$ cat src/rtl/seq_alu_core_if.sv
// seq_alu_core_if: start/busy/done request bus with operands, result and flags
interface seq_alu_core_if #(parameter int WIDTH = 8);
    logic             start;
    logic [3:0]       op;
    logic [WIDTH-1:0] a;
    logic [WIDTH-1:0] b;
    logic             busy;
    logic             done;
    logic [WIDTH-1:0] result;
    logic [WIDTH-1:0] result_hi;
    logic             zf;
    logic             nf;
    logic             cf;
    logic             vf;
    modport master (output start, op, a, b, input busy, done, result, result_hi, zf, nf, cf, vf);
    modport slave  (input start, op, a, b, output busy, done, result, result_hi, zf, nf, cf, vf);
endinterface

$ cat src/rtl/seq_alu_core.sv
// seq_alu_core: registered ALU with flags and a WIDTH-cycle shift-add unsigned multiplier
module seq_alu_core #(
    parameter int WIDTH = 8
) (
    input logic          clk,
    input logic          rst,
    seq_alu_core_if.slave bus
);
    localparam int CW = $clog2(WIDTH) + 1;
    typedef enum logic {IDLE, MULT} state_t;
    state_t             state;
    state_t             state_nxt;
    logic [CW-1:0]      cnt;
    logic [2*WIDTH-1:0] acc;
    logic [2*WIDTH-1:0] acc_step;
    logic [WIDTH-1:0]   mb;
    logic [WIDTH-1:0]   alu_res;
    logic [WIDTH:0]     sum;
    logic [WIDTH:0]     diff;
    logic [WIDTH:0]     add_hi;
    logic               accept;
    logic               is_mul;
    logic               last;
    logic               alu_cf;
    logic               alu_vf;
    // state register
    always_ff @(posedge clk or posedge rst) begin
        if (rst) state <= IDLE;
        else     state <= state_nxt;
    end
    // next state: only an accepted MUL leaves IDLE, and it returns after the final iteration
    always_comb begin
        state_nxt = state == IDLE ? (accept && is_mul ? MULT : IDLE) : (last ? IDLE : MULT);
    end
    // combinational outputs: handshake decode, one multiplier step and the single-cycle ALU
    always_comb begin
        accept   = bus.start && state == IDLE;
        is_mul   = bus.op == 4'd9;
        last     = state == MULT && cnt == CW'(WIDTH - 1);
        bus.busy = state == MULT;
        add_hi   = {1'b0, acc[2*WIDTH-1:WIDTH]} + (acc[0] ? {1'b0, mb} : '0);
        acc_step = {add_hi, acc[WIDTH-1:1]};
        sum      = {1'b0, bus.a} + {1'b0, bus.b};
        diff     = {1'b0, bus.a} - {1'b0, bus.b};
        alu_res  = '0;
        alu_cf   = 1'b0;
        alu_vf   = 1'b0;
        case (bus.op)
            4'd0: alu_res = bus.a & bus.b;
            4'd1: alu_res = ~(bus.a & bus.b);
            4'd2: alu_res = bus.a | bus.b;
            4'd3: alu_res = ~(bus.a | bus.b);
            4'd4: alu_res = bus.a ^ bus.b;
            4'd5: alu_res = ~(bus.a ^ bus.b);
            4'd6: alu_res = ~bus.a;
            4'd7: begin
                alu_res = sum[WIDTH-1:0];
                alu_cf  = sum[WIDTH];
                alu_vf  = bus.a[WIDTH-1] == bus.b[WIDTH-1] && sum[WIDTH-1] != bus.a[WIDTH-1];
            end
            4'd8: begin
                alu_res = diff[WIDTH-1:0];
                alu_cf  = diff[WIDTH];
                alu_vf  = bus.a[WIDTH-1] != bus.b[WIDTH-1] && diff[WIDTH-1] != bus.a[WIDTH-1];
            end
            default: alu_res = '0;
        endcase
    end
    // datapath: multiplier accumulator plus result/flag registers that hold between done pulses
    always_ff @(posedge clk or posedge rst) begin
        if (rst) begin
            cnt           <= '0;
            acc           <= '0;
            mb            <= '0;
            bus.done      <= 1'b0;
            bus.result    <= '0;
            bus.result_hi <= '0;
            bus.zf        <= 1'b0;
            bus.nf        <= 1'b0;
            bus.cf        <= 1'b0;
            bus.vf        <= 1'b0;
        end else begin
            bus.done <= (accept && !is_mul) || last;
            if (accept && is_mul) begin
                acc <= {{WIDTH{1'b0}}, bus.a};
                mb  <= bus.b;
                cnt <= '0;
            end else if (state == MULT) begin
                acc <= acc_step;
                cnt <= cnt + 1'b1;
            end
            if (last) begin
                bus.result    <= acc_step[WIDTH-1:0];
                bus.result_hi <= acc_step[2*WIDTH-1:WIDTH];
                bus.zf        <= acc_step == '0;
                bus.nf        <= acc_step[2*WIDTH-1];
                bus.cf        <= |acc_step[2*WIDTH-1:WIDTH];
                bus.vf        <= |acc_step[2*WIDTH-1:WIDTH];
            end else if (accept && !is_mul) begin
                bus.result    <= alu_res;
                bus.result_hi <= '0;
                bus.zf        <= alu_res == '0;
                bus.nf        <= alu_res[WIDTH-1];
                bus.cf        <= alu_cf;
                bus.vf        <= alu_vf;
            end
        end
    end
endmodule

$ cat src/flat_wrapper.sv
// flat-port wrapper written by rule: the top's interface ports become plain ports
module seq_alu_core_flat 
#(
    parameter int WIDTH = 8
)
  (clk, rst, bus_start, bus_op, bus_a, bus_b, bus_busy, bus_done, bus_result, bus_result_hi, bus_zf, bus_nf, bus_cf, bus_vf);
  seq_alu_core_if #(.WIDTH(WIDTH)) bus_i ();
  input logic clk;
  input logic rst;
  input wire logic [$bits(bus_i.start)-1:0] bus_start;
  input wire logic [$bits(bus_i.op)-1:0] bus_op;
  input wire logic [$bits(bus_i.a)-1:0] bus_a;
  input wire logic [$bits(bus_i.b)-1:0] bus_b;
  output wire logic [$bits(bus_i.busy)-1:0] bus_busy;
  output wire logic [$bits(bus_i.done)-1:0] bus_done;
  output wire logic [$bits(bus_i.result)-1:0] bus_result;
  output wire logic [$bits(bus_i.result_hi)-1:0] bus_result_hi;
  output wire logic [$bits(bus_i.zf)-1:0] bus_zf;
  output wire logic [$bits(bus_i.nf)-1:0] bus_nf;
  output wire logic [$bits(bus_i.cf)-1:0] bus_cf;
  output wire logic [$bits(bus_i.vf)-1:0] bus_vf;
  assign bus_i.start = bus_start;
  assign bus_i.op = bus_op;
  assign bus_i.a = bus_a;
  assign bus_i.b = bus_b;
  assign bus_busy = bus_i.busy;
  assign bus_done = bus_i.done;
  assign bus_result = bus_i.result;
  assign bus_result_hi = bus_i.result_hi;
  assign bus_zf = bus_i.zf;
  assign bus_nf = bus_i.nf;
  assign bus_cf = bus_i.cf;
  assign bus_vf = bus_i.vf;
  seq_alu_core #(.WIDTH(WIDTH)) u_core (.clk(clk), .rst(rst), .bus(bus_i));
endmodule
$ cat config.mk
export PLATFORM = sky130hd
export DESIGN_NAME = seq_alu_core_flat
export DESIGN_NICKNAME = d
export VERILOG_FILES = /design/src/rtl/seq_alu_core_if.sv /design/src/rtl/seq_alu_core.sv /design/src/flat_wrapper.sv
export SDC_FILE = /design/constraint.sdc
export NUM_CORES = 1
export LEC_CHECK = 0
export ABC_AREA = 1
export BUFFER_PORTS_ARGS = -buffer_cell sky130_fd_sc_hd__clkbuf_2
export CAP_MARGIN = 15
export CORE_MARGIN = 2
export CORE_UTILIZATION = 55
export CTS_CLUSTER_DIAMETER = 200
export CTS_CLUSTER_SIZE = 24
export DETAILED_ROUTE_END_ITERATION = 10
export PLACE_DENSITY = 0.83
export SKIP_LAST_GASP = 1
export SLEW_MARGIN = 25
export SYNTH_ARGS = -nofsm -noshare
export SYNTH_HDL_FRONTEND = slang
export SYNTH_SLANG_ARGS = --single-unit
$ cat constraint.sdc
create_clock -name clk -period 6.16 [get_ports clk]
set_clock_uncertainty 0.15 [all_clocks]
set_input_delay 0.616 -clock clk [delete_from_list [all_inputs] [get_ports clk]]
set_output_delay 0.616 -clock clk [all_outputs]
set_load 0.01 [all_outputs]
After elaboration in Yosys (flattened, before gate mapping)
Index checks and enable logic that the tools add are counted.
{ "totals": {"mem_bits_rw": 0, "mem_bits_ro": 0, "reg_bits": 50, "output_inout_bits": 22, "mem_count": 0, "input_bits": 23, "latch_bits": 0, "word_cells": 74} }
{ "classes": {"n_bitwise": 8, "muxes": 23, "n_reduce_logical": 14, "n_div": 0, "n_eq_ne": 14, "shifts": 0, "addsub": 4, "n_lt_le_gt_ge": 0, "n_mul": 0} }
{ "op_table": {"columns": ["operator", "n"], "rows": [
  ["$pmux 8 s9", 1],
  ["$mux 8", 5],
  ["$mux 16", 2],
  ["$not 8->8", 4],
  ["$eq 4x3->1 const B", 5],
  ["$logic_not 16->1", 1],
  ["$mux 1", 11],
  ["$add 8x8->9", 1],
  ["$add 8x9->9", 1],
  ["$sub 8x8->9", 1],
  ["$and 8x8->8", 1],
  ["$eq 4x2->1 const B", 2],
  ["$eq 4x4->1 const B", 2],
  ["$logic_not 8->1", 1],
  ["$mux 4", 2],
  ["$or 8x8->8", 1],
  ["$reduce_or 8->1", 1],
  ["$xor 8x8->8", 1],
  ["$logic_and 1x1->1", 6],
  ["$add 4x1->4 const B", 1],
  ["$eq 4x1->1 const B", 1],
  ["$logic_not 4->1", 1],
  ["$pmux 1 s2", 2],
  ["$reduce_bool 2->1", 2],
  ["5 further kinds", 7]
]} }

Depth between registers and ports, before layout
{ "depth": {"ltp_word": 6, "ltp_mapped": 17} }

Worst setup path after synthesis
Ideal clock, no wire load.
{ "synth_timing": {"path_kind": "reg2reg", "start": "register u_core.acc[0]", "end": "register u_core.bus.cf", "setup_ps": 124, "stages_incl_launch_ff": 14, "setup_slack_ps": 3826, "t_required_ps": 5886, "arrival_time_ps": 2060, "path_cell_list": "dfrtp_1 -> clkbuf_1 -> nand2_1 -> inv_1 -> ha_1 -> fa_1 -> a21oi_1 -> o21ai_1 -> a21oi_1 -> nand3_1 -> nor2_1 -> nand2_1 -> nand2_1 -> nand3_1"} }
{ "synth_via": {"elab_chain_len": 4} }
{ "synth_lines": {"columns": ["element", "line_no", "rtl"], "rows": [
  ["start: declaration", "seq_alu_core.sv:14", "logic [2*WIDTH-1:0] acc;"],
  ["start signal: assignment", "seq_alu_core.sv:85", "acc <= {{WIDTH{1'b0}}, bus.a};"],
  ["start signal: assignment", "seq_alu_core.sv:89", "acc <= acc_step;"],
  ["$mux 8", "seq_alu_core.sv:41", "add_hi = {1'b0, acc[2*WIDTH-1:WIDTH]} + (acc[0] ? {1'b0, mb} : '0);"],
  ["$add 8x9->9", "seq_alu_core.sv:41", null],
  ["$reduce_or 8->1", "seq_alu_core.sv:97", "bus.cf <= |acc_step[2*WIDTH-1:WIDTH];"],
  ["$mux 1", "seq_alu_core.sv:92", "if (last) begin"],
  ["end signal: assignment", "seq_alu_core.sv:97", null],
  ["end signal: assignment", "seq_alu_core.sv:104", "bus.cf <= alu_cf;"],
  ["end: declaration", "seq_alu_core_if.sv:16", "modport slave (input start, op, a, b, output busy, done, result, result_hi, zf, nf, cf, vf);"]
]} }
Every way passes these cells.
A chain may end at the register's enable or synchronous reset.

Worst setup path after layout
{ "layout_timing": {"start": "register u_core.acc[0]", "end": "register u_core.bus.zf"} }
{ "layout_via": {"elab_chain_len": 4} }
{ "layout_lines": {"columns": ["element", "line_no", "rtl"], "rows": [
  ["$mux 8", "seq_alu_core.sv:41", null],
  ["$add 8x9->9", "seq_alu_core.sv:41", null],
  ["$logic_not 16->1", "seq_alu_core.sv:95", "bus.zf <= acc_step == '0;"],
  ["$mux 1", "seq_alu_core.sv:92", null],
  ["end signal: assignment", "seq_alu_core.sv:78", "bus.zf <= 1'b0;"],
  ["end signal: assignment", "seq_alu_core.sv:95", null],
  ["end signal: assignment", "seq_alu_core.sv:102", "bus.zf <= alu_res == '0;"],
  ["end: declaration", "seq_alu_core_if.sv:16", null]
]} }
Every way passes these cells.

==> out/results.tsv <==
metric	value	unit
Synth Net Count	643	
Post-CTS Resized	0	
Mapped Cells	584	
Initial Utilization	0.5617	
worst-path maximum fanout	9	
RD Place Congestion	1.003	
Yosys warning total	0	
Tightest Pin Transition	0.9000	ns
setup ws final	3.462	ns
Fmax	370.7	MHz
post-synth cell types	33	
Worst slew margin	0.3978	
final worst path period need	2.698	ns
CTS Root Buffer Type	clkbuf_8	
share of layout cells above drive strength 1	0.1111	
largest net degree at the start of global routing	51	
Max Cap Viol	0	
post-synthesis sequential area ratio	0.3121	
delay-heaviest family, CP	adder cells	
Max stage delay on crit path	0.49	ns
Sum Neg Setup Slack	0	ns
routed wire length	11740	um
Cell Rows	31	
FILL cells	709	
worst vdd ir	0.2179	mV
Clock Sinks	50	
Hold WC Path Type	primary input to async pin	
Tcrit/Tclk final	0.4379	
Area growth syn-to-layout	8.895	%
unrepaired setup endpoints after global routing	no	
critical path startpoint category	flip-flop	
Post-Place Cells	712	
#FFs+latches synth	50	
DRC	0	
top post-synthesis cells by area	dfrtp_1 31%, nand2_1 15%, ha_1 10%	
Port Buf Inserts	44	
LEAKAGE	2.392	nW
Ports	45	
CP required	6.27	ns
Pwr Density	301.9	nW/um^2
critical-path cell list	nand2_1 -> inv_1 -> ha_1 -> fa_1 -> a21oi_1 -> o21ai_1 -> xor2_1 -> nand2_1 -> nor2_1 -> nand3_1 -> nand2_1 -> nand2_1 -> nand2_1	
DRT Pass-1 Iters	6	
Vias/cell	5.731	
Max clock buf depth	2	
post-route ant nets	0	
Mapped Area	4009	sq um
critical path arrival	2.81	ns
average cell area after synthesis	6.864	sq um
area leader, netlist	dfrtp_1	
clock slew at reported path FFs	0.11	ns
drt wl/cell	16.31	um
crit path capture type	flip-flop	
most frequent cell after synthesis	nand2_1	
die area	7988	sq um
Placement Setup Slack	3.343	ns
initial antenna violation count	0	
initial DRC count	322	
H-tree levels	2	
first-pass GRT wire length	18530	um
Post-synth ARST share	1.000	
Crit path top cell by count	nand2_1	
Via Count	4126	
Synth top area share	0.3121	
Final Non-Filler Cells	720	
TritonCTS buffer count	5	
max-slew violation count	0	
Post-CTS Hold Fix Bufs	0	
Final HPWL DP	9433	um
Die Width	89.38	um
outcome	completed	
total track usage	0.3086	
# setup viols final	0	
vias in the first global route	3796	
Core Footprint	7137	sq um
Skew-Pair Late Insertion Delay	0.31	ns
Die H	89.38	um
Main synth FF type	dfrtp_1	
Remaining Overflow, GRT	0	
Final nets	679	
Synth top cells by count	165 x nand2_1, 79 x inv_1, 58 x nand3_1	
type of the worst setup path	flip-flop to flip-flop	
R2R Setup Slk	3.46	ns
CP bufs+invs	1	
CTS tree	built	
Antenna Diode Count	0	
Post-synth EDFFs	0	
Crit-path slowest cell	dfrtp_1	
Hold Vio Cnt, Final	0	
number of post-CTS setup repair buffers	0	
==> layer usage <==
metal	global-route usage	up-vias	wire, um	share of wire
met5	0	-	0	0
met4	0.1547	0	560	0.048
met3	0.03416	43	821	0.070
met2	0.5152	197	5544	0.47
met1	0.3959	1909	4814	0.41
li1	-	1977	-	-
==> state kept, by name, indices dropped and copies added, names as in the netlist <==
| register | flops |
|---|---|
| u_core.bus.result | 8 |
| u_core.mb | 8 |
| u_core.bus.vf | 1 |
| u_core.bus.cf | 1 |
| u_core.bus.busy | 1 |
| u_core.bus.result_hi | 8 |
| u_core.bus.nf | 1 |
| u_core.bus.zf | 1 |
| u_core.acc | 16 |
| u_core.bus.done | 1 |
| u_core.cnt | 4 |
==> cells by family after synthesis <==
logic type | count (synthesis) | synth area share
AOI/OAI and AO/OA | 88 | 0.1277
xor gates and xnor gates | 5 | 0.01092
buffers and inverters | 100 | 0.1021
DFF | 50 | 0.3121
and+or+nand+nor | 305 | 0.3293
adders and majority gates | 36 | 0.1180
==> through the flow <==
stage                 util  power [mW]  hold WS, ns  cell area, sq um
CTS                 0.6115       1.317       0.3457              4364
global placement    0.5978       1.098       0.3070              4267
finish              0.6117       1.318       0.2610              4365
global route        0.6117       1.424       0.3396              4365
floorplan                -      0.9191       0.2854              4009
detailed placement  0.5978       1.112       0.3191              4267
==> worst paths after layout <==
path	endpoint	depth (start not counted)	start
max	u_core.bus.zf	13	u_core.acc[0]
min	u_core.bus.nf	2	rst
max reg2reg	u_core.bus.zf	13	u_core.acc[0]
min reg2reg	u_core.bus.result_hi[0]	2	u_core.bus.result_hi[0]
max in group asynchronous	u_core.acc[2]	2	rst
min in group clk	u_core.bus.result_hi[0]	2	u_core.bus.result_hi[0]
==> power breakdown <==
group          total (mW)  internal, mW  switching [mW]
clock               0.207        0.0844           0.122
sequential          0.529         0.441          0.0876
combinational       0.583         0.198           0.385
total                1.32         0.723           0.595
==> layout by cell type, fill, tap and decap left out, types with 12 or more instances in the layout <==
| master | count |
|---|---|
| nand2_1 | 165 |
| o21ai_0 | 44 |
| nand4_1 | 15 |
| clkbuf_2 | 44 |
| ha_1 | 33 |
| dfrtp_1 | 50 |
| nand3_1 | 58 |
| nor2_1 | 47 |
| a21oi_1 | 19 |
| o221ai_1 | 12 |
| inv_1 | 78 |
==> final cells by class <==
cell class,count,area (sq um),area share
Tap cell,99,123.9,0.02837
Multi-Input combinational cell,434,2349,0.5380
Clock buffer,5,68.82,0.01576
Timing Repair Buffer,45,227.7,0.05216
Sequential cell,50,1251,0.2866
Clock inverter,3,28.78,0.006592
Inverter,84,316.6,0.07251
Note: power is estimated with default switching activity, not from simulation.
